File: config.mk
export PLATFORM = sky130hd
export DESIGN_NAME = usb4_clk_tick_sequencer
export DESIGN_NICKNAME = d
export VERILOG_FILES = /design/src/rtl/usb4_clk_tick_sequencer.sv
export SDC_FILE = /design/constraint.sdc
export NUM_CORES = 1
export LEC_CHECK = 0
export ABC_AREA = 1
export BUFFER_PORTS_ARGS = -buffer_cell sky130_fd_sc_hd__buf_2
export CAP_MARGIN = 5
export CORE_MARGIN = 1.5
export CORE_UTILIZATION = 61
export DETAILED_ROUTE_END_ITERATION = 8
export HOLD_SLACK_MARGIN = 0.12
export PLACE_DENSITY_LB_ADDON = 0.25
export SYNTH_ARGS = -nofsm -noshare
export SYNTH_HDL_FRONTEND = slang
export SYNTH_SLANG_ARGS = --single-unit
File: constraint.sdc
create_clock -name local_clk -period 2.3 [get_ports local_clk]
set_input_delay 0.115 -clock local_clk [delete_from_list [all_inputs] [get_ports local_clk]]
set_output_delay 0.115 -clock local_clk [all_outputs]
set_load 0.05 [all_outputs]
File: src/rtl/usb4_clk_tick_sequencer.sv
// rtl/usb4_clk_tick_sequencer.sv - USB4 lane/FSM/sideband tick enables and sequenced downstream reset
// Single local_clk domain; fractional rates come from carry-out of phase accumulators.
module usb4_clk_tick_sequencer #(
   parameter int         ACC_W         = 16,
   parameter int         GEN2_LANE_INC = 8192,
   parameter int         GEN3_LANE_INC = 16384,
   parameter int         GEN4_LANE_INC = 32768,
   parameter int         GEN2_FSM_INC  = 7944,
   parameter int         GEN3_FSM_INC  = 15887,
   parameter int         GEN4_FSM_INC  = 32768,
   parameter int         SB_DIV        = 80000,
   parameter int         RST_HOLD      = 3,
   parameter int         QUIET_CYCLES  = 16,
   parameter logic [1:0] DEFAULT_GEN   = 2'd2
) (
   input  logic       local_clk,
   input  logic       rst,
   input  logic [1:0] speed_sel,
   input  logic       speed_change_req,
   output logic       speed_change_ack,
   output logic       speed_err,
   output logic [1:0] current_gen,
   output logic       lane_tick,
   output logic       fsm_tick,
   output logic       sb_tick,
   output logic       sub_rst,
   output logic       rst_done
);

   localparam int SB_W    = (SB_DIV > 2) ? $clog2(SB_DIV) : 1;
   localparam int HOLD_W  = (RST_HOLD > 2) ? $clog2(RST_HOLD) : 1;
   localparam int QUIET_W = (QUIET_CYCLES > 2) ? $clog2(QUIET_CYCLES) : 1;

   localparam logic [SB_W-1:0]    SB_LAST    = SB_W'(SB_DIV - 1);
   localparam logic [HOLD_W-1:0]  HOLD_LAST  = HOLD_W'(RST_HOLD - 1);
   localparam logic [QUIET_W-1:0] QUIET_LAST = QUIET_W'(QUIET_CYCLES - 1);

   typedef enum logic [1:0] {
      RESET_HOLD = 2'd0,
      RUN        = 2'd1,
      QUIET      = 2'd2
   } state_t;

   state_t             state;
   logic [SB_W-1:0]    sb_cnt;
   logic [HOLD_W-1:0]  hold_cnt;
   logic [QUIET_W-1:0] quiet_cnt;
   logic [1:0]         pending_gen;
   logic               armed;
   logic [ACC_W-1:0]   lane_acc;
   logic [ACC_W-1:0]   fsm_acc;

   logic [ACC_W-1:0]   lane_inc;
   logic [ACC_W-1:0]   fsm_inc;
   logic [ACC_W:0]     lane_sum;
   logic [ACC_W:0]     fsm_sum;
   logic               sb_wrap;

   always_comb begin
      lane_inc = ACC_W'(GEN4_LANE_INC);
      fsm_inc  = ACC_W'(GEN4_FSM_INC);
      case (current_gen)
         2'd0: begin
            lane_inc = ACC_W'(GEN2_LANE_INC);
            fsm_inc  = ACC_W'(GEN2_FSM_INC);
         end
         2'd1: begin
            lane_inc = ACC_W'(GEN3_LANE_INC);
            fsm_inc  = ACC_W'(GEN3_FSM_INC);
         end
         default: begin
            lane_inc = ACC_W'(GEN4_LANE_INC);
            fsm_inc  = ACC_W'(GEN4_FSM_INC);
         end
      endcase
      lane_sum = {1'b0, lane_acc} + {1'b0, lane_inc};
      fsm_sum  = {1'b0, fsm_acc} + {1'b0, fsm_inc};
      sb_wrap  = (sb_cnt == SB_LAST);
   end

   always_ff @(posedge local_clk) begin
      if (rst) begin
         state            <= RESET_HOLD;
         sb_cnt           <= '0;
         hold_cnt         <= '0;
         quiet_cnt        <= '0;
         pending_gen      <= DEFAULT_GEN;
         armed            <= 1'b1;
         lane_acc         <= '0;
         fsm_acc          <= '0;
         lane_tick        <= 1'b0;
         fsm_tick         <= 1'b0;
         sb_tick          <= 1'b0;
         sub_rst          <= 1'b1;
         rst_done         <= 1'b0;
         current_gen      <= DEFAULT_GEN;
         speed_change_ack <= 1'b0;
         speed_err        <= 1'b0;
      end else begin
         speed_change_ack <= 1'b0;
         speed_err        <= 1'b0;
         sb_cnt           <= sb_wrap ? '0 : sb_cnt + SB_W'(1);
         sb_tick          <= sb_wrap;

         // A held request is consumed once; only a low cycle re-arms it.
         if (!speed_change_req) begin
            armed <= 1'b1;
         end

         case (state)
            RESET_HOLD: begin
               lane_acc  <= '0;
               fsm_acc   <= '0;
               lane_tick <= 1'b0;
               fsm_tick  <= 1'b0;
               sub_rst   <= 1'b1;
               // Leave on the edge that raises the RST_HOLD-th sb_tick.
               if (sb_wrap) begin
                  if (hold_cnt == HOLD_LAST) begin
                     state    <= RUN;
                     sub_rst  <= 1'b0;
                     rst_done <= 1'b1;
                  end else begin
                     hold_cnt <= hold_cnt + HOLD_W'(1);
                  end
               end
            end

            RUN: begin
               lane_acc  <= lane_sum[ACC_W-1:0];
               fsm_acc   <= fsm_sum[ACC_W-1:0];
               lane_tick <= lane_sum[ACC_W];
               fsm_tick  <= fsm_sum[ACC_W];
               if (speed_change_req && armed) begin
                  armed <= 1'b0;
                  if (speed_sel == 2'd3) begin
                     speed_err <= 1'b1;
                  end else begin
                     pending_gen <= speed_sel;
                     quiet_cnt   <= '0;
                     lane_acc    <= '0;
                     fsm_acc     <= '0;
                     lane_tick   <= 1'b0;
                     fsm_tick    <= 1'b0;
                     state       <= QUIET;
                  end
               end
            end

            QUIET: begin
               lane_acc  <= '0;
               fsm_acc   <= '0;
               lane_tick <= 1'b0;
               fsm_tick  <= 1'b0;
               if (quiet_cnt == QUIET_LAST) begin
                  current_gen      <= pending_gen;
                  speed_change_ack <= 1'b1;
                  state            <= RUN;
               end else begin
                  quiet_cnt <= quiet_cnt + QUIET_W'(1);
               end
            end

            default: begin
               state <= RESET_HOLD;
            end
         endcase
      end
   end

endmodule

==> flow_metrics.py, run 1 <==
metrics = {
    "power": {
        "powerDensity_nw_per_um2": 475,
        "power.leakage_nw": 1.39,
        "vdd_drop_max_mv": 0.554,
    },
    "min_path": {
        "whs_path_depth": 4,
        "hold_end": "sub_rst",
        "min_path_type": "in2reg",
        "min_from": "rst",
    },
    "route": {
        "via_per_inst": 5.34,
        "wl_um": 6410,
        "firstDrtPassIters": 4,
        "dr_total_vias": 2808,
        "wl_per_cell_um": 12.2,
        "drt_iter0_drc": 179,
        "postRouteAntennaNets": 0,
        "drc": 0,
    },
    "clocking": {
        "cts_sinks": 56,
        "clock_latency_ns": 0.32,
        "h-tree-depth": 2,
        "clockBufferDepth": 2,
        "cts_tree": "yes",
        "cts_inserted_buffers": 5,
        "cts.clk_slew.worst_paths_ns": 0.10,
        "cts_root_buffer": "clkbuf_8",
    },
    "timing": {
        "fin_crit_sh_pct": 88.5,
        "worstMarginPinSlew_ns": 0.660,
        "relSlewSlack_pct": 56.0,
        "fin_tns_setup_ns": 0,
        "finalSetupViolations": 0,
        "whs_ns": 0.222,
        "rsz0062_at_grt": "no",
        "fmax_mhz": 491,
        "finalMaxSlewViolations": 0,
        "period_needed_ns": 2.04,
        "finalClockSkew_ns": 0.0116,
        "finalHoldViolCount": 0,
    },
    "synthesis": {
        "ys_seq_area_share_pct": 36.8,
        "synth_flop_cell": "dfxtp_1",
        "synthCells": 440,
        "yosysWarnings": 0,
        "avgSynthCellArea_sq_um": 6.93,
        "synth-edff-count": 0,
        "synth_cell_types": 37,
        "ys_ff_latch": 56,
        "netlist_area_sq_um": 3050,
        "async_reset_ff_share_pct": 0,
        "syn_nets": 462,
    },
    "worst_setup_path": {
        "worstSetupStartpointType": "flip-flop",
        "critPathLaunch": "current_gen[1]",
        "cp.arrival_ns": 2.29,
        "crit_top_cell": "nand2_1",
        "max_stage_delay_ns": 0.39,
        "required_ns": 2.56,
        "crit_path_cell_trace": "inv_4 -> nand2_2 -> inv_2 -> ha_1 -> ha_1 -> inv_1 -> nand2_1 -> inv_1 -> o21bai_4 -> nand3_2 -> nand2_2 -> nand2_1 -> nand2_1 -> nand2_1 -> a21oi_2",
        "cp_max_fo": 9,
        "r2r_start": "current_gen[1]",
        "r2r_setup_slack_ns": 0.26,
        "end_kind": "flip-flop",
        "reg2reg_depth": 15,
        "path_class": "reg2reg",
        "critPathSlowestCell": "dfxtp_1",
        "r2r-end": "fsm_tick",
    },
    "floorplanning": {
        "design.die.area_sq_um": 5430,
        "ios": 14,
        "die_h_um": 73.7,
        "die_w_um": 73.7,
        "core_area_sq_um": 4750,
        "start_util_pct": 64.1,
        "rows": 25,
    },
    "placed_design": {
        "hpwl_um": 4720,
        "port_buffers": 13,
        "gp_congestion": 0.922,
    },
    "global_routing": {
        "grt_max_degree": 27,
        "grt_util_all_layers_pct": 26.0,
        "grt_pass1_wl_um": 11000,
        "overflow": 0,
        "first_global_vias": 2547,
        "antenna_found_initial": 0,
    },
    "outcome": {
        "status": "finished clean",
    },
    "finish": {
        "drive_above_1_share_pct": 11.5,
        "insertedDiodeCount": 0,
        "nets": 480,
        "area_delta_synth_final_pct": 8.33,
    },
    "job": {
        "maxCapViolCount": 0,
    },
}
-- layout make-up --
class / instances / area [sq um]
Clock buffer: 6 / 82.6
Clock inverter: 2 / 10.0
Timing Repair Buffer: 19 / 118
Sequential cell: 56 / 1120
Inverter: 62 / 235
Multi-Input combinational cell: 314 / 1650
Tap cell: 67 / 83.8
Fill cell: 422 / 1450
-- per-stage QoR --
step / util, % / setup WS [ns] / total power [mW] / cells / area, sq um
after global routing: 69.5 / 0.0167 / 1.62 / 526 / 3300
after detailed placement: 66.8 / 0.236 / 1.03 / 515 / 3180
final: 69.5 / 0.264 / 1.57 / 526 / 3300
after global placement: 66.8 / 0.370 / 1.03 / 515 / 3180
after floorplan: - / 0.109 / 1.02 / 440 / 3050
after CTS: 69.4 / 0.228 / 1.58 / 526 / 3300
-- state kept, by name (all words and copies together), names as in the netlist, 2 cells and up --
register     cells
current_gen      2
quiet_cnt        4
lane_acc         3
sb_cnt          17
fsm_acc         16
hold_cnt         2
pending_gen      2
state            2
-- layer usage --
metal | vias to the layer above | share of wire, % | global-route usage (%) | wire (um)
li1 | 1474 | - | - | -
met1 | 1276 | 46 | 31.4 | 2930
met2 | 46 | 49 | 45.6 | 3140
met3 | 12 | 3.6 | 4.94 | 229
met4 | 0 | 1.7 | 9.05 | 111
met5 | - | 0 | 0 | 0
-- report_power, final --
group          internal [mW]  switching (mW)  leakage, nW
clock                  0.241           0.313       0.0510
sequential             0.974         0.00417        0.452
combinational         0.0137          0.0245        0.890
total                   1.23           0.342         1.39
-- cells in the final DEF, fill, tap and decap left out, types with 3 or more instances in the layout --
cell type / instances
buf_4: 3
a211oi_1: 3
nor3_1: 21
buf_2: 13
nand3_1: 22
a31oi_1: 4
ha_1: 17
nand2_2: 9
clkbuf_8: 6
dfxtp_1: 56
nand2_1: 109
nor2_1: 35
o21ai_0: 13
dlygate4sd3_1: 3
xor2_1: 3
a21oi_1: 45
inv_1: 56
o211ai_1: 3
nand4_1: 7
inv_2: 4
or2_2: 4
-- critical path: cells and delay by family, from the launching register on --
kind / cells / cell delay (ns)
fa+ha+maj: 2 / 0.33
simple gates: 7 / 0.59
flops: 1 / 0.39
compound gates: 2 / 0.31
buf+inv: 4 / 0.36
-- cell families (layout without fill, tap and decap cells) --
kind of cell | Yosys count | after routing | synth area share (%)
AND/OR/NAND/NOR | 217 | 217 | 31.7
AO/OA/AOI/OAI | 77 | 77 | 14.6
buffers and inverters | 70 | 89 | 9.03
flip-flops | 56 | 56 | 36.8
adder cells (fa/ha/maj) | 17 | 17 | 6.98
XOR/XNOR | 3 | 3 | 0.862
-- worst max path at each step --
stage / to / slack [ns]
2_1_floorplan: fsm_tick / 0.11
3_3_place_gp: fsm_acc[14] / 0.37
3_5_place_dp: fsm_acc[14] / 0.24
4_1_cts: fsm_tick / 0.23
5_1_grt: fsm_tick / 0.02
6_report: fsm_tick / 0.26
-- timing repair --
item / 4_1_cts / 5_1_grt
endpoints found under the setup margin: 0 / 2
buffers inserted: 0 / 0
resized for setup: 0 / 1
hold buffers: 3 / 0
hold endpoints to repair: 3 / 0
-- synth_stat cells (all sizes together), types with 4 or more instances --
library cell,instances,share of area (%)
nand2,118,15
inv,61,7.5
dfxtp,56,37
a21oi,47,8.0
nor2,36,4.5
nand3,24,4.3
nor3,23,4.1
ha,17,7.0
o21ai,15,2.6
nand4,8,1.8
a31oi,4,0.82
buf,4,0.90
clkbuf,4,0.49
or2,4,0.82
Power figures use the tool's default switching activity.
==> inputs of run 2 (changes only) <==
--- a/config.mk
+++ b/config.mk
@@ -9,9 +9,10 @@
 export BUFFER_PORTS_ARGS = -buffer_cell sky130_fd_sc_hd__buf_2
 export CAP_MARGIN = 5
 export CORE_MARGIN = 1.5
-export CORE_UTILIZATION = 61
+export CORE_UTILIZATION = 28
 export DETAILED_ROUTE_END_ITERATION = 8
 export HOLD_SLACK_MARGIN = 0.12
+export MAX_ROUTING_LAYER = met4
 export PLACE_DENSITY_LB_ADDON = 0.25
 export SYNTH_ARGS = -nofsm -noshare
 export SYNTH_HDL_FRONTEND = slang
==> constraint.sdc (replaced) <==
create_clock -name local_clk -period 2.5 [get_ports local_clk]
set_input_delay 0.125 -clock local_clk [delete_from_list [all_inputs] [get_ports local_clk]]
set_output_delay 0.125 -clock local_clk [all_outputs]
set_load 0.05 [all_outputs]
==> flow_metrics.py, run 2 (same netlist as run 1, synthesis figures left out) <==
metrics = {
    "floorplanning": {
        "start_util_pct": 29.1,
        "design.die.area_sq_um": 11500,
        "rows": 37,
        "ios": 14,
        "die_w_um": 107,
        "core_area_sq_um": 10500,
        "die_h_um": 107,
    },
    "clocking": {
        "cts_inserted_buffers": 5,
        "cts_sinks": 56,
        "cts_tree": "yes",
        "h-tree-depth": 2,
        "clock_latency_ns": 0.31,
        "cts.clk_slew.worst_paths_ns": 0.10,
        "clockBufferDepth": 2,
        "post_cts_resized": 0,
        "cts_root_buffer": "clkbuf_8",
    },
    "placed_design": {
        "port_buffers": 13,
        "gp_congestion": 0.891,
        "hpwl_um": 5220,
    },
    "finish": {
        "drive_above_1_share_pct": 11.4,
        "area_delta_synth_final_pct": 11.4,
        "largest_register_ff_count": 17,
        "largestRegisters": "sb_cnt x17, fsm_acc x16, quiet_cnt x4",
        "layout_common_cells": "nand2_1 (109), inv_1 (56), dfxtp_1 (56)",
        "regMostFlops": "sb_cnt",
        "nets": 479,
        "insertedDiodeCount": 0,
        "mostFrequentLayoutCell": "nand2_1",
    },
    "worst_setup_path": {
        "critPathSlowestCell": "dfxtp_1",
        "cp.arrival_ns": 2.29,
        "max_stage_delay_ns": 0.40,
        "path_class": "reg2reg",
        "crit_path_cell_trace": "inv_2 -> nand2_2 -> inv_2 -> ha_1 -> ha_1 -> inv_1 -> nand2_1 -> inv_1 -> o21bai_4 -> nand2_1 -> o21ai_2 -> nand2_1 -> nand2_1 -> a21oi_2",
        "cp_max_fo": 9,
        "reg2reg_depth": 14,
        "crit_top_cell": "nand2_1",
        "end_kind": "flip-flop",
        "worstSetupStartpointType": "flip-flop",
        "required_ns": 2.71,
    },
    "timing": {
        "finalClockSkew_ns": 0.0101,
        "fin_tns_setup_ns": 0,
        "fin_crit_sh_pct": 83.0,
        "finalHoldViolCount": 0,
        "rsz0062_at_grt": "no",
        "finalMaxSlewViolations": 0,
        "fmax_mhz": 482,
        "finalSetupViolations": 0,
        "period_needed_ns": 2.08,
        "worstMarginPinSlew_ns": 0.721,
        "relSlewSlack_pct": 51.9,
    },
    "power": {
        "p_sw_share_pct": 21.7,
        "vdd_drop_max_mv": 0.203,
        "p_int_mw": 1.21,
        "power.switching_mw": 0.334,
        "fin_total_pwr_mw": 1.54,
        "p_seq_share_pct": 58.4,
        "pwr-share-clk_pct": 39.3,
        "power.leakage_nw": 1.39,
        "pwr-share-comb_pct": 2.3,
        "powerDensity_nw_per_um2": 453,
    },
    "global_routing": {
        "grt_pass1_wl_um": 12000,
        "antenna_found_initial": 0,
        "overflow": 0,
        "grt_util_all_layers_pct": 13.3,
        "grt_max_degree": 27,
        "first_global_vias": 2606,
    },
    "route": {
        "wl_um": 6910,
        "firstDrtPassIters": 4,
        "via_per_inst": 4.63,
        "drc": 0,
        "drt_iter0_drc": 113,
        "postRouteAntennaNets": 0,
        "wl_per_cell_um": 11.6,
        "dr_total_vias": 2750,
    },
    "min_path": {
        "min_path_type": "in2reg",
        "whs_path_depth": 4,
    },
    "outcome": {
        "status": "finished clean",
    },
    "job": {
        "maxCapViolCount": 0,
    },
}
run 2: changes by cell type in the layout (fill, tap and decap cells not counted), sizes merged:
cell,before,now
clkbuf,6,5
buf,16,15
clkinv,3,2
bufinv,0,1
clkinvlp,0,1
run 2: worst max-delay path, delay by kind of cell (launching register included):
family | cells | cell delay [ns]
DFF | 1 | 0.40
buffers and inverters | 4 | 0.40
adders and majority gates | 2 | 0.31
and+or+nand+nor | 5 | 0.47
AOI/OAI and AO/OA | 3 | 0.40
run 2: cell type report:
type,count,area (sq um)
Fill cell,1188,7060
Multi-Input combinational cell,314,1650
Sequential cell,56,1120
Inverter,62,233
Tap cell,136,170
Timing Repair Buffer,18,110
Clock buffer,5,68.8
Clock inverter,3,42.5
run 2: metal layers:
metal  wire length (um)  vias to the layer above  share of wire, %  GRT usage, %
met5                  0                        -                 0             -
met4                 54                        0              0.78          3.10
met3                157                        4               2.3          2.36
met2               3170                       19                46          22.0
met1               3530                     1258                51          17.0
li1                   -                     1469                 -             -
run 2: timing repair:
item | in CTS | in global routing
endpoints found under the setup margin | 0 | 0
buffers inserted | 0 | 0
endpoints found under the hold margin | 4 | 0
hold buffers | 3 | 0
run 2: path summary, 6_finish.rpt:
path / slack [ns] / endpoint / from
hold reg to reg: 0.47 / rst_done / rst_done
hold / removal: 0.21 / sub_rst / rst
setup / recovery: 0.42 / fsm_acc[14] / current_gen[1]
setup reg to reg: 0.42 / fsm_acc[14] / current_gen[1]
run 2: power groups by stage:
stage | Clock [mW] | Combinational [mW] | Sequential (mW)
6_report | 0.605 | 0.0357 | 0.900
5_1_grt | 0.668 | 0.0409 | 0.901
4_1_cts | 0.634 | 0.0366 | 0.900
3_5_place_dp | 0 | 0.0330 | 0.921
3_3_place_gp | 0 | 0.0326 | 0.920
2_1_floorplan | 0 | 0.0216 | 0.920
run 2: through the flow:
step                      hold WS, ns  area [sq um]  std cells  utilization (%)  worst slack (ns)
after floorplan                 0.224          3050        440                -             0.309
after global placement          0.355          3260        583             31.1             0.538
after detailed placement        0.361          3260        583             31.1             0.438
after CTS                       0.202          3400        594             32.5             0.425
after global routing            0.232          3400        594             32.5             0.158
final                           0.214          3400        594             32.5             0.424
